==> src/rtl/adder16_arbiter.sv <==
// Round-robin sharing of one 16-bit ripple-carry adder between two requesters.
// Operands are registered, given ADD_LATENCY settle cycles, then the result is registered.

module adder16_fa (
  input  logic [15:0] a,
  input  logic [15:0] b,
  input  logic        cin,
  output logic [15:0] sum,
  output logic        cout
);

  logic [16:0] c;

  assign c[0] = cin;

  for (genvar i = 0; i < 16; i++) begin : g_fa
    assign sum[i]   = a[i] ^ b[i] ^ c[i];
    assign c[i + 1] = (a[i] & b[i]) | (c[i] & (a[i] ^ b[i]));
  end

  assign cout = c[16];

endmodule

module adder16_arbiter #(
  parameter int unsigned ADD_LATENCY = 1
) (
  input  logic        clk,
  input  logic        rst,
  input  logic        req0_valid,
  input  logic [15:0] req0_a,
  input  logic [15:0] req0_b,
  output logic        req0_ready,
  input  logic        req1_valid,
  input  logic [15:0] req1_a,
  input  logic [15:0] req1_b,
  output logic        req1_ready,
  output logic        rsp_valid,
  input  logic        rsp_ready,
  output logic        rsp_id,
  output logic [15:0] rsp_sum,
  output logic        rsp_cout,
  output logic [15:0] op_count
);

  typedef enum logic [1:0] {StIdle, StWait, StResp} state_e;

  state_e      state_q, state_d;
  logic [3:0]  cnt_q, cnt_d;
  logic [15:0] op_a_q, op_a_d;
  logic [15:0] op_b_q, op_b_d;
  logic        id_q, id_d;
  logic        last_q, last_d;
  logic [15:0] sum_q, sum_d;
  logic        cout_q, cout_d;
  logic        rid_q, rid_d;
  logic [15:0] op_count_q, op_count_d;
  logic        gnt0, gnt1;
  logic [15:0] add_sum;
  logic        add_cout;

  adder16_fa u_add (
    .a    (op_a_q),
    .b    (op_b_q),
    .cin  (1'b0),
    .sum  (add_sum),
    .cout (add_cout)
  );

  // last_q == 1 means requester 1 won last, so requester 0 wins a tie.
  assign gnt0 = req0_valid & (~req1_valid | last_q);
  assign gnt1 = req1_valid & (~req0_valid | ~last_q);

  always_ff @(posedge clk) begin
    if (rst) begin
      state_q    <= StIdle;
      cnt_q      <= '0;
      op_a_q     <= '0;
      op_b_q     <= '0;
      id_q       <= 1'b0;
      last_q     <= 1'b1;
      sum_q      <= '0;
      cout_q     <= 1'b0;
      rid_q      <= 1'b0;
      op_count_q <= '0;
    end else begin
      state_q    <= state_d;
      cnt_q      <= cnt_d;
      op_a_q     <= op_a_d;
      op_b_q     <= op_b_d;
      id_q       <= id_d;
      last_q     <= last_d;
      sum_q      <= sum_d;
      cout_q     <= cout_d;
      rid_q      <= rid_d;
      op_count_q <= op_count_d;
    end
  end

  always_comb begin
    state_d    = state_q;
    cnt_d      = cnt_q;
    op_a_d     = op_a_q;
    op_b_d     = op_b_q;
    id_d       = id_q;
    last_d     = last_q;
    sum_d      = sum_q;
    cout_d     = cout_q;
    rid_d      = rid_q;
    op_count_d = op_count_q;
    unique case (state_q)
      StIdle: begin
        if (gnt0 | gnt1) begin
          op_a_d  = gnt1 ? req1_a : req0_a;
          op_b_d  = gnt1 ? req1_b : req0_b;
          id_d    = gnt1;
          last_d  = gnt1;
          cnt_d   = 4'(ADD_LATENCY);
          state_d = StWait;
        end
      end
      StWait: begin
        if (cnt_q == 4'd1) begin
          sum_d      = add_sum;
          cout_d     = add_cout;
          rid_d      = id_q;
          op_count_d = op_count_q + 16'd1;
          state_d    = StResp;
        end else begin
          cnt_d = cnt_q - 4'd1;
        end
      end
      StResp: begin
        if (rsp_ready) begin
          state_d = StIdle;
        end
      end
      default: state_d = StIdle;
    endcase
  end

  always_comb begin
    req0_ready = 1'b0;
    req1_ready = 1'b0;
    if (state_q == StIdle) begin
      req0_ready = gnt0;
      req1_ready = gnt1;
    end
    rsp_valid = (state_q == StResp);
  end

  assign rsp_id   = rid_q;
  assign rsp_sum  = sum_q;
  assign rsp_cout = cout_q;
  assign op_count = op_count_q;

endmodule

==> config.mk <==
export PLATFORM = sky130hd
export DESIGN_NAME = adder16_arbiter
export DESIGN_NICKNAME = d
export VERILOG_FILES = /design/src/rtl/adder16_arbiter.sv
export SDC_FILE = /design/constraint.sdc
export NUM_CORES = 1
export LEC_CHECK = 0
export CAP_MARGIN = 40
export CORE_MARGIN = 1
export CORE_UTILIZATION = 51
export DETAILED_ROUTE_END_ITERATION = 8
export PLACE_DENSITY = 0.9
export SETUP_SLACK_MARGIN = 0.1
export SYNTH_ARGS = -nofsm -noshare
export SYNTH_HDL_FRONTEND = slang
export SYNTH_HIERARCHICAL = 1
export SYNTH_SLANG_ARGS = --single-unit
==> constraint.sdc <==
create_clock -name clk -period 15.9 [get_ports clk]
set_input_delay 3.975 -clock clk [delete_from_list [all_inputs] [get_ports clk]]
set_output_delay 3.975 -clock clk [all_outputs]
set_load 0.02 [all_outputs]
; Word-level counts from Yosys, hierarchy flattened
; Cells that the tools add are included.
[totals]
ff_bits = 74
out_inout_bits = 37
elab_cells = 121
[classes]
addsub = 2
eq_ne = 7
muxes = 11
bitwise = 85
n_reduce_logical = 6
[op_table]
columns = cell, count
row1 = AND 1 bit, 33
row2 = 2-to-1 mux 16 bit, 2
row3 = XOR 1 bit, 31
row4 = OR 1 bit, 18
row5 = "adder 16 x 1 -> 16 bit, second input constant", 1
row6 = 2-to-1 mux 4 bit, 2
row7 = one-hot mux 4 bit (2 select lines), 1
row8 = 2-to-1 mux 2 bit, 3
row9 = "inequality test 2 bit, second input constant", 3
row10 = one-hot mux 2 bit (3 select lines), 1
row11 = AND reduction 3 bit, 2
row12 = "== test 4 x 1 -> 1 bit, second input constant", 1
row13 = AND reduction 2 bit, 2
row14 = "subtractor 4 x 1 -> 4 bit, second input constant", 1
row15 = inverter 1 bit, 3
row16 = "== test 2 x 1 -> 1 bit, second input constant", 1
row17 = "== test 2 bit, second input constant", 1
row18 = logical NOT 2 bit, 1
row19 = 2-to-1 mux 1 bit, 2
row20 = "inequality test 2 x 1 -> 1 bit, second input constant", 1
row21 = nonzero test 2 bit, 1

; Depth between registers and ports, before layout
[depth]
depth_word = 31
mapped_depth = 22
ltp_nobuf = 22

; Cells and area by module
; The synthesis kept the hierarchy.
[by_module_without_submodules]
columns = module, instances, cells_each, area_each_um2
row1 = adder16_arbiter, 1, 356, 3139.3
row2 = adder16_fa, 1, 26, 357.8

; Least setup slack after synthesis
; No wires, ideal clock.
[synth_timing]
path_type = input to output
startpoint = input port req1_valid
endpoint = output port req1_ready
t_arrival_ps = 4900
setup_slack_ps = 7025
path_stages = 5
cell_sequence = a21boi_0 clkbuf_1 buf_2 nand2_1 inv_1
[synth_via]
elab_chain_len = 2
[synth_lines]
columns = element, line_no
row1 = from (decl), 34  ; input logic req1_valid,
row2 = AND 1 bit, 72  ; assign gnt1 = req1_valid & (~req0_valid | ~last_q);
row3 = 2-to-1 mux 1 bit, 145  ; if (state_q == StIdle) begin
row4 = to (decl), 37  ; output logic req1_ready,
; No other way between the ends.

; Final worst setup path
; Same ends and word-level chain as after synthesis.

==> flow_results.xml <==
<?xml version="1.0" encoding="UTF-8"?>
<metrics>
  <group name="outcome">
    <metric name="status" unit="">finished, violations left</metric>
    <metric name="violations" unit="">design-rule violations</metric>
  </group>
  <group name="global_routing">
    <metric name="grt_start_max_net_pins" unit="">75</metric>
    <metric name="grt_pass1_vias" unit="">2951</metric>
    <metric name="grt_pass1_wl" unit="mm">13.2</metric>
    <metric name="initial_antenna_violation_count" unit="">0</metric>
    <metric name="grt.total_usage" unit="%">23.3</metric>
    <metric name="globalRoute.totalOverflow" unit="">0</metric>
  </group>
  <group name="die">
    <metric name="floorplan.die.height" unit="um">84.8</metric>
    <metric name="die_w" unit="um">84.8</metric>
    <metric name="core.rowCount" unit="">29</metric>
    <metric name="io_pins" unit="">106</metric>
    <metric name="die_outline_area" unit="sq um">7190</metric>
    <metric name="floorplan.core_area" unit="sq um">6490</metric>
    <metric name="starting_density_of_the_core" unit="%">53.8</metric>
  </group>
  <group name="synthesis">
    <metric name="synthesized_net_count" unit="">470</metric>
    <metric name="ys_top_cells_by_area" unit="">sky130_fd_sc_hd__dfxtp_1, sky130_fd_sc_hd__fa_1, sky130_fd_sc_hd__mux2i_1</metric>
    <metric name="ys_seq_elements" unit="">74</metric>
    <metric name="syn_area_per_cell" unit="sq um">9.15</metric>
    <metric name="synth-edff-count" unit="">0</metric>
    <metric name="synth_top_cell_by_area" unit="">sky130_fd_sc_hd__dfxtp_1</metric>
    <metric name="synth_cells" unit="">382</metric>
    <metric name="share_of_the_yosys_chip_area_belonging_to_registers" unit="%">42.4</metric>
    <metric name="synth_area" unit="sq um">3500</metric>
    <metric name="share_of_the_synthesized_area_in_the_top_cell_type" unit="%">42.4</metric>
    <metric name="post_synth_num_cell_types" unit="">39</metric>
    <metric name="ys_async_sr_fraction" unit="%">0</metric>
    <metric name="synthesis.yosys.warnings" unit="">6</metric>
    <metric name="yosys_most_used_dff" unit="">sky130_fd_sc_hd__dfxtp_1</metric>
  </group>
  <group name="worst_hold_path">
    <metric name="min_from" unit="">rsp_sum[12]</metric>
    <metric name="worst_hold_path.num_cells" unit="">2</metric>
    <metric name="worst_hold_path_type" unit="">reg -&gt; reg</metric>
    <metric name="holdPathEnd" unit="">rsp_sum[12]</metric>
  </group>
  <group name="finish">
    <metric name="finish.net_count" unit="">565</metric>
    <metric name="antenna_cells_inserted" unit="">0</metric>
    <metric name="fillCellCount" unit="">417</metric>
    <metric name="finalNonFillerCells" unit="">558</metric>
    <metric name="multiInputGateArea" unit="sq um">1880</metric>
    <metric name="area.sequential" unit="sq um">1480</metric>
    <metric name="utilization" unit="%">73.4</metric>
    <metric name="area.growth.synth_to_final" unit="%">36.3</metric>
    <metric name="drive_gt1_share" unit="%">4.57</metric>
  </group>
  <group name="timing">
    <metric name="maximum_clock_frequency" unit="GHz">0.101</metric>
    <metric name="period_needed" unit="ns">9.89</metric>
    <metric name="rsz0062_at_grt" unit="">false</metric>
    <metric name="finalHoldViolCount" unit="">0</metric>
    <metric name="finalClockSkew" unit="ns">0.0119</metric>
    <metric name="count_of_final_max_slew_check_failures" unit="">0</metric>
    <metric name="tightest_slew" unit="ns">0.800</metric>
    <metric name="relSlewSlack" unit="%">46.3</metric>
    <metric name="final-setup-viol-count" unit="">0</metric>
    <metric name="setup_ws" unit="ns">6.01</metric>
    <metric name="tns" unit="ns">0</metric>
    <metric name="final_min_period_over_clock_period" unit="%">62.2</metric>
  </group>
  <group name="critical_path">
    <metric name="slowest_stage" unit="">sky130_fd_sc_hd__clkdlybuf4s50_1</metric>
    <metric name="timing.critical_path.required" unit="ns">11.93</metric>
    <metric name="reg2regPathDepth" unit="">22</metric>
    <metric name="crit_path_max_fanout" unit="">33</metric>
    <metric name="worst_setup_path_start_kind" unit="">primary input</metric>
    <metric name="r2r_slack" unit="ns">8.93</metric>
    <metric name="r2r_start" unit="">op_a_q[0]</metric>
    <metric name="cell_by_cell_trace_of_the_critical_path" unit="">clkdlybuf4s50_1 -&gt; a21boi_4 -&gt; buf_4 -&gt; nand2_1 -&gt; inv_1 -&gt; clkdlybuf4s50_1</metric>
    <metric name="critical_path.endpoint_type" unit="">primary output</metric>
    <metric name="critPathKind" unit="">in -&gt; out</metric>
    <metric name="critPathArrivalTime" unit="ns">5.92</metric>
    <metric name="worstSetupStartpoint" unit="">req1_valid</metric>
    <metric name="cp_slowest_stage_delay" unit="ns">0.59</metric>
    <metric name="crit-reg2reg-capture" unit="">rsp_sum[15]</metric>
    <metric name="cpMostUsedCell" unit="">sky130_fd_sc_hd__clkdlybuf4s50_1</metric>
  </group>
  <group name="drt">
    <metric name="drt-total-wl" unit="mm">7.89</metric>
    <metric name="first_iter_violations" unit="">200</metric>
    <metric name="route.detailed.drc" unit="">6</metric>
    <metric name="viasPerCell" unit="">5.43</metric>
    <metric name="per_cell_routed_wire_length" unit="um">14.1</metric>
    <metric name="ant_nets" unit="">0</metric>
    <metric name="detail_route.first_pass.iterations" unit="">7</metric>
    <metric name="route.vias.total" unit="">3029</metric>
  </group>
  <group name="clocking">
    <metric name="cts_hold_buffers" unit="">0</metric>
    <metric name="cts_made_buffers" unit="">9</metric>
    <metric name="cts_max_level" unit="">3</metric>
    <metric name="cts_resized" unit="">0</metric>
    <metric name="cts_root_buf" unit="">sky130_fd_sc_hd__clkbuf_8</metric>
    <metric name="clock_sink_count" unit="">74</metric>
    <metric name="latest_clock_arrival_within_the_worst_skew_pair" unit="ns">0.34</metric>
    <metric name="cts_buffer_depth" unit="">2</metric>
    <metric name="post_cts.repair.setup_buffers" unit="">0</metric>
    <metric name="cts_tree" unit="">built</metric>
    <metric name="cts.clk_slew.worst_paths" unit="ns">0.07</metric>
  </group>
  <group name="pwr">
    <metric name="powerDensity" unit="nW/um^2">99.6</metric>
    <metric name="ir_worst_vdd" unit="mV">0.0478</metric>
    <metric name="fin_total_pwr" unit="W">0.000475</metric>
    <metric name="static-leakage-power" unit="nW">1.76</metric>
  </group>
  <group name="placed_design">
    <metric name="dp_hpwl" unit="mm">5.91</metric>
    <metric name="portBuffers" unit="">105</metric>
    <metric name="place_congestion" unit="">0.820</metric>
    <metric name="place_worst_setup_slack" unit="ns">5.98</metric>
    <metric name="placedCellCount" unit="">543</metric>
  </group>
  <group name="flow_run">
    <metric name="max_cap_viol_count" unit="">0</metric>
  </group>
</metrics>
==> kinds of logic after synthesis <==
family,Yosys count,share of synthesized area [%]
AND/OR/NAND/NOR,131,17.2
buffers and inverters,39,4.33
AO/OA/AOI/OAI,77,14.3
XOR/XNOR,9,2.25
flip-flops,74,42.4
other,1,0.107
multiplexers,32,9.16
adder cells (fa/ha/maj),19,10.2
==> how the worst max path moves through the flow <==
| stage | endpoint | slack, ns | cells past startpoint |
|---|---|---|---|
| 2_1_floorplan | req1_ready | 7.02 | 5 |
| 3_3_place_gp | req1_ready | 6.03 | 6 |
| 3_5_place_dp | req1_ready | 5.98 | 6 |
| 4_1_cts | req1_ready | 5.99 | 6 |
| 5_1_grt | req1_ready | 5.86 | 6 |
| 6_report | req1_ready | 6.01 | 6 |
==> worst max-delay path, delay by kind of cell <==
family | cells | cell delay, ns
AND/OR/NAND/NOR | 1 | 0.14
buffers and inverters | 4 | 1.62
AO/OA/AOI/OAI | 1 | 0.18
==> per-stage QoR <==
stage	instance area [sq um]	hold WS, ns
2_1_floorplan	3500	0.428
3_3_place_gp	4570	0.447
3_5_place_dp	4600	0.449
4_1_cts	4770	0.459
5_1_grt	4770	0.489
6_report	4770	0.457
==> where the power goes <==
group | internal [W] | switching, W | leakage [nW]
Clock | 0.0000642 | 0.0000635 | 0.0855
Sequential | 0.000206 | 0.0000170 | 0.607
Combinational | 0.0000596 | 0.0000652 | 1.07
Total | 0.000329 | 0.000146 | 1.76
==> metal layers <==
metal / share of wire, % / GRT usage, %
met1: 43 / 29.5
met2: 49 / 39.3
met3: 6.5 / 5.60
met4: 1.5 / 7.55
met5: 0 / 0
==> cell usage in the layout (no fill, tap or decap), types with 6 or more instances in the layout <==
master                            netlist  layout
sky130_fd_sc_hd__xnor2_1                7       7
sky130_fd_sc_hd__clkbuf_8               0      11
sky130_fd_sc_hd__nand3_1                6       6
sky130_fd_sc_hd__mux2i_1               32      32
sky130_fd_sc_hd__nor2_1                47      47
sky130_fd_sc_hd__a211oi_1              36      36
sky130_fd_sc_hd__nand2_1               45      45
sky130_fd_sc_hd__fa_1                  16      16
sky130_fd_sc_hd__dfxtp_1               74      74
sky130_fd_sc_hd__clkdlybuf4s50_1        0     104
sky130_fd_sc_hd__inv_1                 14      14
sky130_fd_sc_hd__a21oi_1               28      28
==> flip-flops by register name (all words and copies together), names as in the netlist <==
name	cells
op_b_q	16
state_q	2
rsp_sum	16
id_q	1
last_q	1
cnt_q	4
rsp_cout	1
op_count	16
rsp_id	1
op_a_q	16
==> cell usage after synthesis (2+ instances only) <==
cell type / count
sky130_fd_sc_hd__dfxtp_1: 74
sky130_fd_sc_hd__nor2_1: 47
sky130_fd_sc_hd__nand2_1: 45
sky130_fd_sc_hd__a211oi_1: 36
sky130_fd_sc_hd__mux2i_1: 32
sky130_fd_sc_hd__a21oi_1: 28
sky130_fd_sc_hd__clkbuf_1: 20
sky130_fd_sc_hd__fa_1: 16
sky130_fd_sc_hd__inv_1: 14
sky130_fd_sc_hd__xnor2_1: 7
sky130_fd_sc_hd__nand3_1: 6
sky130_fd_sc_hd__nand4_1: 5
sky130_fd_sc_hd__o21ai_0: 5
sky130_fd_sc_hd__nor2b_1: 4
sky130_fd_sc_hd__nor3_1: 4
sky130_fd_sc_hd__buf_2: 3
sky130_fd_sc_hd__ha_1: 3
sky130_fd_sc_hd__nor4_1: 3
sky130_fd_sc_hd__or3_1: 3
sky130_fd_sc_hd__or4_1: 3
sky130_fd_sc_hd__and4_1: 2
sky130_fd_sc_hd__nand2b_1: 2
sky130_fd_sc_hd__o21a_1: 2
sky130_fd_sc_hd__o31ai_1: 2
sky130_fd_sc_hd__xor2_1: 2
==> layout make-up <==
cell class | instances | area share [%]
Multi-Input combinational cell | 269 | 39.4
Sequential cell | 74 | 31.1
Clock buffer | 13 | 3.33
Timing Repair Buffer | 109 | 22.8
Tap cell | 77 | 2.02
Inverter | 14 | 1.10
Clock inverter | 2 | 0.262
(Power assumes the default switching activity.)
